$ cat src/rtl/pipe_ctrl_pkg.sv
// Shared types for the LC-3b pipeline sequencer: fetch FSM states and pipe position indices.
package pipe_ctrl_pkg;

  typedef enum logic [1:0] {I_IDLE, I_WAIT, I_HOLD, I_DROP} pipe_istate_t;

  localparam int STG_PC = 0;
  localparam int STG_ID = 1;
  localparam int STG_EX = 2;

endpackage

$ cat src/rtl/pipe_ctrl_if.sv
// I-cache and D-cache handshake bundle between the pipeline sequencer (master) and the caches (slave).
interface pipe_ctrl_if #(parameter int IW = 16);
  logic          i_read;
  logic          i_resp;
  logic [IW-1:0] i_rdata;
  logic          d_mem_read;
  logic          d_mem_write;
  logic          d_resp;

  modport master (output i_read, d_mem_read, d_mem_write,
                  input  i_resp, i_rdata, d_resp);
  modport slave  (input  i_read, d_mem_read, d_mem_write,
                  output i_resp, i_rdata, d_resp);
endinterface

$ cat src/rtl/pipe_ctrl_ifetch_buf.sv
// Fetch FSM plus instruction holding buffer: keeps a returned word until stage 1 can take it,
// and discards the in-flight response after a redirect.
module ifetch_buf
  import pipe_ctrl_pkg::*;
#(
  parameter int IW = 16
) (
  input  logic          clk,
  input  logic          reset,
  input  logic          i_resp,
  input  logic [IW-1:0] i_rdata,
  input  logic          accept,
  input  logic          flush,
  output logic          i_read,
  output logic [IW-1:0] ir_out,
  output logic          fetch_ok
);

  pipe_istate_t  state;
  logic [IW-1:0] hold_q;

  always_ff @(posedge clk) begin
    if (reset) begin
      state  <= I_IDLE;
      hold_q <= '0;
      i_read <= 1'b0;
    end else begin
      case (state)
        I_IDLE: begin
          state  <= I_WAIT;
          i_read <= 1'b1;
        end
        I_WAIT: begin
          // a response arriving with the redirect is simply dropped; only a
          // still-outstanding request needs the I_DROP detour
          if (flush) begin
            if (!i_resp) state <= I_DROP;
          end else if (i_resp && !accept) begin
            hold_q <= i_rdata;
            state  <= I_HOLD;
            i_read <= 1'b0;
          end
        end
        I_HOLD: begin
          if (flush || accept) begin
            state  <= I_WAIT;
            i_read <= 1'b1;
          end
        end
        I_DROP: begin
          if (i_resp) state <= I_WAIT;
        end
        default: begin
          state  <= I_IDLE;
          i_read <= 1'b0;
        end
      endcase
    end
  end

  assign fetch_ok = ((state == I_WAIT) && i_resp) || (state == I_HOLD);
  assign ir_out   = (state == I_WAIT) ? i_rdata : hold_q;

endmodule

$ cat src/rtl/pipe_ctrl.sv
// LC-3b pipeline sequencer: per-position valids, load enables, cache handshakes, bubbles and flush.
// Optional perf counters under `PIPE_PERF_CNT_EN; without it the counter ports read 0.
module pipe_ctrl
  import pipe_ctrl_pkg::*;
#(
  parameter int STAGES      = 5,
  parameter int MEM_STAGE   = 3,
  parameter int REDIR_STAGE = 4,
  parameter int IW          = 16,
  parameter int CNT_W       = 32
) (
  input  logic              clk,
  input  logic              reset,
  pipe_ctrl_if.master       mem,
  output logic [IW-1:0]     ir_out,
  input  logic              d_req_read,
  input  logic              d_req_write,
  input  logic              hz_stall,
  input  logic              redirect,
  output logic [STAGES-1:0] stage_load,
  output logic [STAGES-1:0] stage_valid,
  output logic [CNT_W-1:0]  stall_i_cnt,
  output logic [CNT_W-1:0]  stall_d_cnt,
  output logic [CNT_W-1:0]  flush_cnt
);

  logic [STAGES-1:0] valid_q, valid_d, load;
  logic              d_done, mem_req, d_stall;
  logic              fetch_ok, accept, flush;

  assign mem_req = valid_q[MEM_STAGE] & (d_req_read | d_req_write);
  assign d_stall = mem_req & ~mem.d_resp;
  assign accept  = fetch_ok & ~d_stall & ~hz_stall & ~redirect;
  assign flush   = redirect & ~d_stall;

  assign mem.d_mem_read  = ~reset & valid_q[MEM_STAGE] & d_req_read  & ~d_done;
  assign mem.d_mem_write = ~reset & valid_q[MEM_STAGE] & d_req_write & ~d_done;

  ifetch_buf #(.IW(IW)) u_ifetch (
    .clk      (clk),
    .reset    (reset),
    .i_resp   (mem.i_resp),
    .i_rdata  (mem.i_rdata),
    .accept   (accept),
    .flush    (flush),
    .i_read   (mem.i_read),
    .ir_out   (ir_out),
    .fetch_ok (fetch_ok)
  );

  // priority: d_stall > redirect > hz_stall > normal flow
  always_comb begin
    load            = '0;
    valid_d         = valid_q;
    valid_d[STG_PC] = 1'b1;
    if (d_stall) begin
      load = '0;
    end else if (redirect) begin
      load = '1;
      for (int k = 1; k < STAGES; k++)
        valid_d[k] = (k <= REDIR_STAGE) ? 1'b0 : valid_q[k-1];
    end else if (hz_stall) begin
      load         = '1;
      load[STG_PC] = 1'b0;
      load[STG_ID] = 1'b0;
      valid_d[STG_EX] = 1'b0;
      for (int k = STG_EX + 1; k < STAGES; k++)
        valid_d[k] = valid_q[k-1];
    end else begin
      load            = '1;
      load[STG_PC]    = accept;
      valid_d[STG_ID] = accept;
      for (int k = STG_EX; k < STAGES; k++)
        valid_d[k] = valid_q[k-1];
    end
    if (reset) load = '0;
  end

  always_ff @(posedge clk) begin
    if (reset) begin
      valid_q <= '0;
      d_done  <= 1'b0;
    end else begin
      valid_q <= valid_d;
      if (load[MEM_STAGE])
        d_done <= 1'b0;
      else if (mem_req && mem.d_resp)
        d_done <= 1'b1;
    end
  end

  assign stage_load  = load;
  assign stage_valid = valid_q;

`ifdef PIPE_PERF_CNT_EN
  logic [CNT_W-1:0] si_q, sd_q, fl_q;
  logic             i_starve;

  assign i_starve = ~accept & ~d_stall & ~redirect;

  // saturating: the increment is masked once a counter is all-ones
  always_ff @(posedge clk) begin
    if (reset) begin
      si_q <= '0;
      sd_q <= '0;
      fl_q <= '0;
    end else begin
      si_q <= si_q + CNT_W'(i_starve & ~&si_q);
      sd_q <= sd_q + CNT_W'(d_stall  & ~&sd_q);
      fl_q <= fl_q + CNT_W'(flush    & ~&fl_q);
    end
  end

  assign stall_i_cnt = si_q;
  assign stall_d_cnt = sd_q;
  assign flush_cnt   = fl_q;
`else
  assign stall_i_cnt = '0;
  assign stall_d_cnt = '0;
  assign flush_cnt   = '0;
`endif

endmodule

$ cat src/flat_wrapper.sv
// flat-port wrapper written by rule: the top's interface ports become plain ports
module pipe_ctrl_flat import pipe_ctrl_pkg::*;
#(
  parameter int STAGES      = 5,
  parameter int MEM_STAGE   = 3,
  parameter int REDIR_STAGE = 4,
  parameter int IW          = 16,
  parameter int CNT_W       = 32
)
  (clk, reset, ir_out, d_req_read, d_req_write, hz_stall, redirect, stage_load, stage_valid, stall_i_cnt, stall_d_cnt, flush_cnt, mem_i_read, mem_d_mem_read, mem_d_mem_write, mem_i_resp, mem_i_rdata, mem_d_resp);
  pipe_ctrl_if #(.IW(IW)) mem_i ();
  input  logic clk;
  input  logic reset;
  output logic [IW-1:0] ir_out;
  input  logic d_req_read;
  input  logic d_req_write;
  input  logic hz_stall;
  input  logic redirect;
  output logic [STAGES-1:0] stage_load;
  output logic [STAGES-1:0] stage_valid;
  output logic [CNT_W-1:0] stall_i_cnt;
  output logic [CNT_W-1:0] stall_d_cnt;
  output logic [CNT_W-1:0] flush_cnt;
  output wire logic [$bits(mem_i.i_read)-1:0] mem_i_read;
  output wire logic [$bits(mem_i.d_mem_read)-1:0] mem_d_mem_read;
  output wire logic [$bits(mem_i.d_mem_write)-1:0] mem_d_mem_write;
  input wire logic [$bits(mem_i.i_resp)-1:0] mem_i_resp;
  input wire logic [$bits(mem_i.i_rdata)-1:0] mem_i_rdata;
  input wire logic [$bits(mem_i.d_resp)-1:0] mem_d_resp;
  assign mem_i_read = mem_i.i_read;
  assign mem_d_mem_read = mem_i.d_mem_read;
  assign mem_d_mem_write = mem_i.d_mem_write;
  assign mem_i.i_resp = mem_i_resp;
  assign mem_i.i_rdata = mem_i_rdata;
  assign mem_i.d_resp = mem_d_resp;
  pipe_ctrl #(.STAGES(STAGES), .MEM_STAGE(MEM_STAGE), .REDIR_STAGE(REDIR_STAGE), .IW(IW), .CNT_W(CNT_W)) u_core (.clk(clk), .reset(reset), .mem(mem_i), .ir_out(ir_out), .d_req_read(d_req_read), .d_req_write(d_req_write), .hz_stall(hz_stall), .redirect(redirect), .stage_load(stage_load), .stage_valid(stage_valid), .stall_i_cnt(stall_i_cnt), .stall_d_cnt(stall_d_cnt), .flush_cnt(flush_cnt));
endmodule
$ cat config.mk
export PLATFORM = sky130hd
export DESIGN_NAME = pipe_ctrl_flat
export DESIGN_NICKNAME = d
export VERILOG_FILES = /design/src/rtl/pipe_ctrl_pkg.sv /design/src/rtl/pipe_ctrl_if.sv /design/src/rtl/pipe_ctrl_ifetch_buf.sv /design/src/rtl/pipe_ctrl.sv /design/src/flat_wrapper.sv
export SDC_FILE = /design/constraint.sdc
export NUM_CORES = 1
export LEC_CHECK = 0
export BUFFER_PORTS_ARGS = -buffer_cell sky130_fd_sc_hd__buf_2
export CORE_MARGIN = 2
export CORE_UTILIZATION = 30
export DETAILED_ROUTE_END_ITERATION = 16
export HOLD_SLACK_MARGIN = 0.02
export SYNTH_ARGS = -nofsm -noshare
export SYNTH_HDL_FRONTEND = slang
export SYNTH_SLANG_ARGS = --single-unit
$ cat constraint.sdc
create_clock -name clk -period 3.2 [get_ports clk]
set_clock_uncertainty 0.05 [all_clocks]
set_input_delay 0.64 -clock clk [delete_from_list [all_inputs] [get_ports clk]]
set_output_delay 0.64 -clock clk [all_outputs]
set_load 0.02 [all_outputs]
==> results_dict.tcl <==
set metrics [dict create \
    status "completed" \
    grt_pass1_vias 1211 \
    cts_resized 0 \
    layout.nets 313 \
    setup_viol 0 \
    slew_headroom_pct 61.2 \
    clk_latency_ns 0.27 \
    synth_area_leaders "buf_4 37%, dfxtp_1 25%, mux2_2 9.0%, a21oi_1 5.8%, nand3_1 4.8%" \
    fin_total_pwr_uw 767 \
    die_height_um 85.6 \
    crit_fanout 17 \
    synthesis.area_sq_um 2000 \
    yosysTopAreaCell "buf_4" \
    synth_xor_area_share_pct 0 \
    diodes 0 \
    ys_seq_area_share_pct 25.1 \
    synth_common_cells "98 x buf_4, 25 x dfxtp_1, 23 x a21oi_1" \
    crit_family "simple AND/OR/NAND/NOR gates" \
    worstPathCellList "nor2b_4, mux2_2, buf_2" \
    drt_iter0_drc 30 \
    dpl-instance-area_sq_um 1920 \
    reg2reg_slack_ns 1.43 \
    synth_top_family_by_area "buffers and inverters" \
    reg2reg_from "u_core.u_ifetch.state[0]$_SDFFE_PP0P_" \
    p_leak_nw 0.987 \
    cap_violations 0 \
    std_cell_rows 29 \
    whs_ns 0.413 \
    drtPass1Iterations 4 \
    root_buffer "clkbuf_8" \
    initial_utilization_pct 31.3 \
    async_flop_share_pct 0 \
    drv_slew 0 \
    die_area_sq_um 7320 \
    htreeDepth 1 \
    fin_cells 365 \
    synth_adder_area_share_pct 0 \
    synth-seq-cells 25 \
    overflow 0 \
    gp_congestion 0.736 \
    synth-edff-count 0 \
    grt_max_degree 30 \
    p_sw_share_pct 39.7 \
    reg2reg_depth 4 \
    cts_buffers 3 \
    hold_end "u_core.stage_valid[4]$_SDFFE_PP0N_" \
    start_kind "register" \
    synthSimpleGateAreaFrac_pct 11.4 \
    final_area_sq_um 1970 \
    avgSynthCellArea_sq_um 8.18 \
    fp.dieW_um 85.6 \
    fin_setup_tns_ns 0 \
    num_vias 1452 \
    drc 0 \
    synth-main-ff-cell "dfxtp_1" \
    post-route-util_pct 30.9 \
    antenna_found_initial 0 \
    combPwrFrac_pct 31.3 \
    clock-sinks 25 \
    clock.fmax_mhz 395 \
    required_ns 2.51 \
    synth_mux_area_share_pct 9.02 \
    ir_drop_mv 0.233 \
    yosys.cell_types.count 30 \
    syn_inst 244 \
    yosys_warnings 0 \
    fin_crit_ns 2.53 \
    rsz0062_at_grt "false" \
    p_seq_share_pct 42.4 \
    dp_cells 361 \
    internal_power_uw 463 \
    pre_cts_slack_ns 0.933 \
    ctsHoldBuffers 0 \
    yosysMostFrequentCell "buf_4" \
    power_density_nw_per_um2 389 \
    hold_path_depth 2 \
    cts_setup_buffers 0 \
    routed_wl_um 3910 \
    hold_violations 0 \
    coreArea_sq_um 6390 \
    post-dp-hpwl_um 2830 \
    cpMaxStageDelayCell "nor2b_4" \
    path_buf_inv 1 \
    port-buffer-count 52 \
    cts_tree "built" \
    endpoint_kind "primary output" \
    worst_pin_slew_ns 0.582 \
    viasPerCell 3.98 \
    r2r_end "u_core.u_ifetch.i_read$_SDFFE_PP0P_" \
    worstHoldPathType "reg -> reg" \
    worst_slack_ns 0.670 \
    synth_compound_area_share_pct 13.2 \
    grt.total_usage_pct 10.0 \
    clock_path_buffers 2 \
    finalCritPeriodShare_pct 79.1 \
    drive_gt1_share_pct 27.1 \
    critPathMaxStageDelay_ns 0.52 \
    ant_nets 0 \
    crit_arrival_ns 1.84 \
    holdCritStartpoint "u_core.stage_valid[4]$_SDFFE_PP0N_" \
    area_growth_pct -1.32 \
    p_sw_uw 304 \
    grt_pass1_wl_um 5890 \
    routedWlPerCell_um 10.7 \
    clkTransAtPathRegs_ns 0.10 \
    p_clk_share_pct 26.3 \
    path_class "reg -> out" \
    post-synth-top-area-fraction_pct 36.8 \
    num_io_pins 149 \
]
[worst max path at each step]
stage	cells after the start	to	slack, ns	from
after global routing	3	ir_out[11]	0.56	u_core.u_ifetch.state[0]$_SDFFE_PP0P_
after global placement	5	stage_load[0]	0.97	d_req_write
after CTS	3	ir_out[0]	0.65	u_core.u_ifetch.state[0]$_SDFFE_PP0P_
after floorplan	4	stage_load[3]	0.89	reset
final	3	ir_out[12]	0.67	u_core.u_ifetch.state[0]$_SDFFE_PP0P_
after detailed placement	5	stage_load[0]	0.93	d_req_write
[cells in the final DEF, fill, tap and decap left out, drive strengths merged]
cell type / n
nor2b: 3
a21oi: 23
clkbuf: 3
a311oi: 1
nor3: 1
conb: 96
a32oi: 1
dfxtp: 25
nor4bb: 2
nor2: 7
and2: 1
or2: 1
a2111oi: 1
clkinvlp: 1
mux2: 16
o21a: 2
o31a: 1
o21ai: 18
buf: 54
o21bai: 1
nand2: 3
nand3: 19
inv: 4
and3: 1
nand2b: 2
nand3b: 1
[worst min-delay path: stages, from the launching register on]
cell and delay [ns]:
dfxtp_1 0.32, nand2_1 0.05, a21oi_1 0.05
[sequential cells by signal, indices dropped and copies added, names as in the netlist]
signal,flops
u_core.u_ifetch.hold_q,16
u_core.stage_valid,5
u_core.u_ifetch.state,2
u_core.d_done,1
u_core.u_ifetch.i_read,1
[final cells by class]
| class | instances | area [sq um] |
|---|---|---|
| clock buffers | 3 | 41.3 |
| clock inverters | 1 | 7.51 |
| well taps | 77 | 96.3 |
| repair buffers | 54 | 275 |
| inverters | 4 | 15.0 |
| multi-input cells | 201 | 1030 |
| fillers | 711 | 4420 |
| flip-flops and latches | 25 | 500 |
[power by group through the flow]
stage | combinational, mW | sequential [mW] | clock, mW
6_report | 0.240 | 0.325 | 0.202
5_1_grt | 0.260 | 0.326 | 0.228
4_1_cts | 0.240 | 0.325 | 0.214
3_5_place_dp | 0.239 | 0.332 | 0
3_3_place_gp | 0.238 | 0.332 | 0
2_1_floorplan | 0.283 | 0.334 | 0
[logic make-up after synthesis]
| logic type | Yosys count |
|---|---|
| flops | 25 |
| buf+inv | 113 |
| compound gates | 48 |
| other cells | 1 |
| mux | 16 |
| simple gates | 41 |
[per-layer routing]
metal	up-vias	GRT usage [%]	share of wire [%]
li1	710	-	-
met1	656	12.9	43
met2	84	17.5	49
met3	2	2.31	7.8
met4	0	1.30	0.20
met5	-	0	0
(Power assumes the default switching activity.)
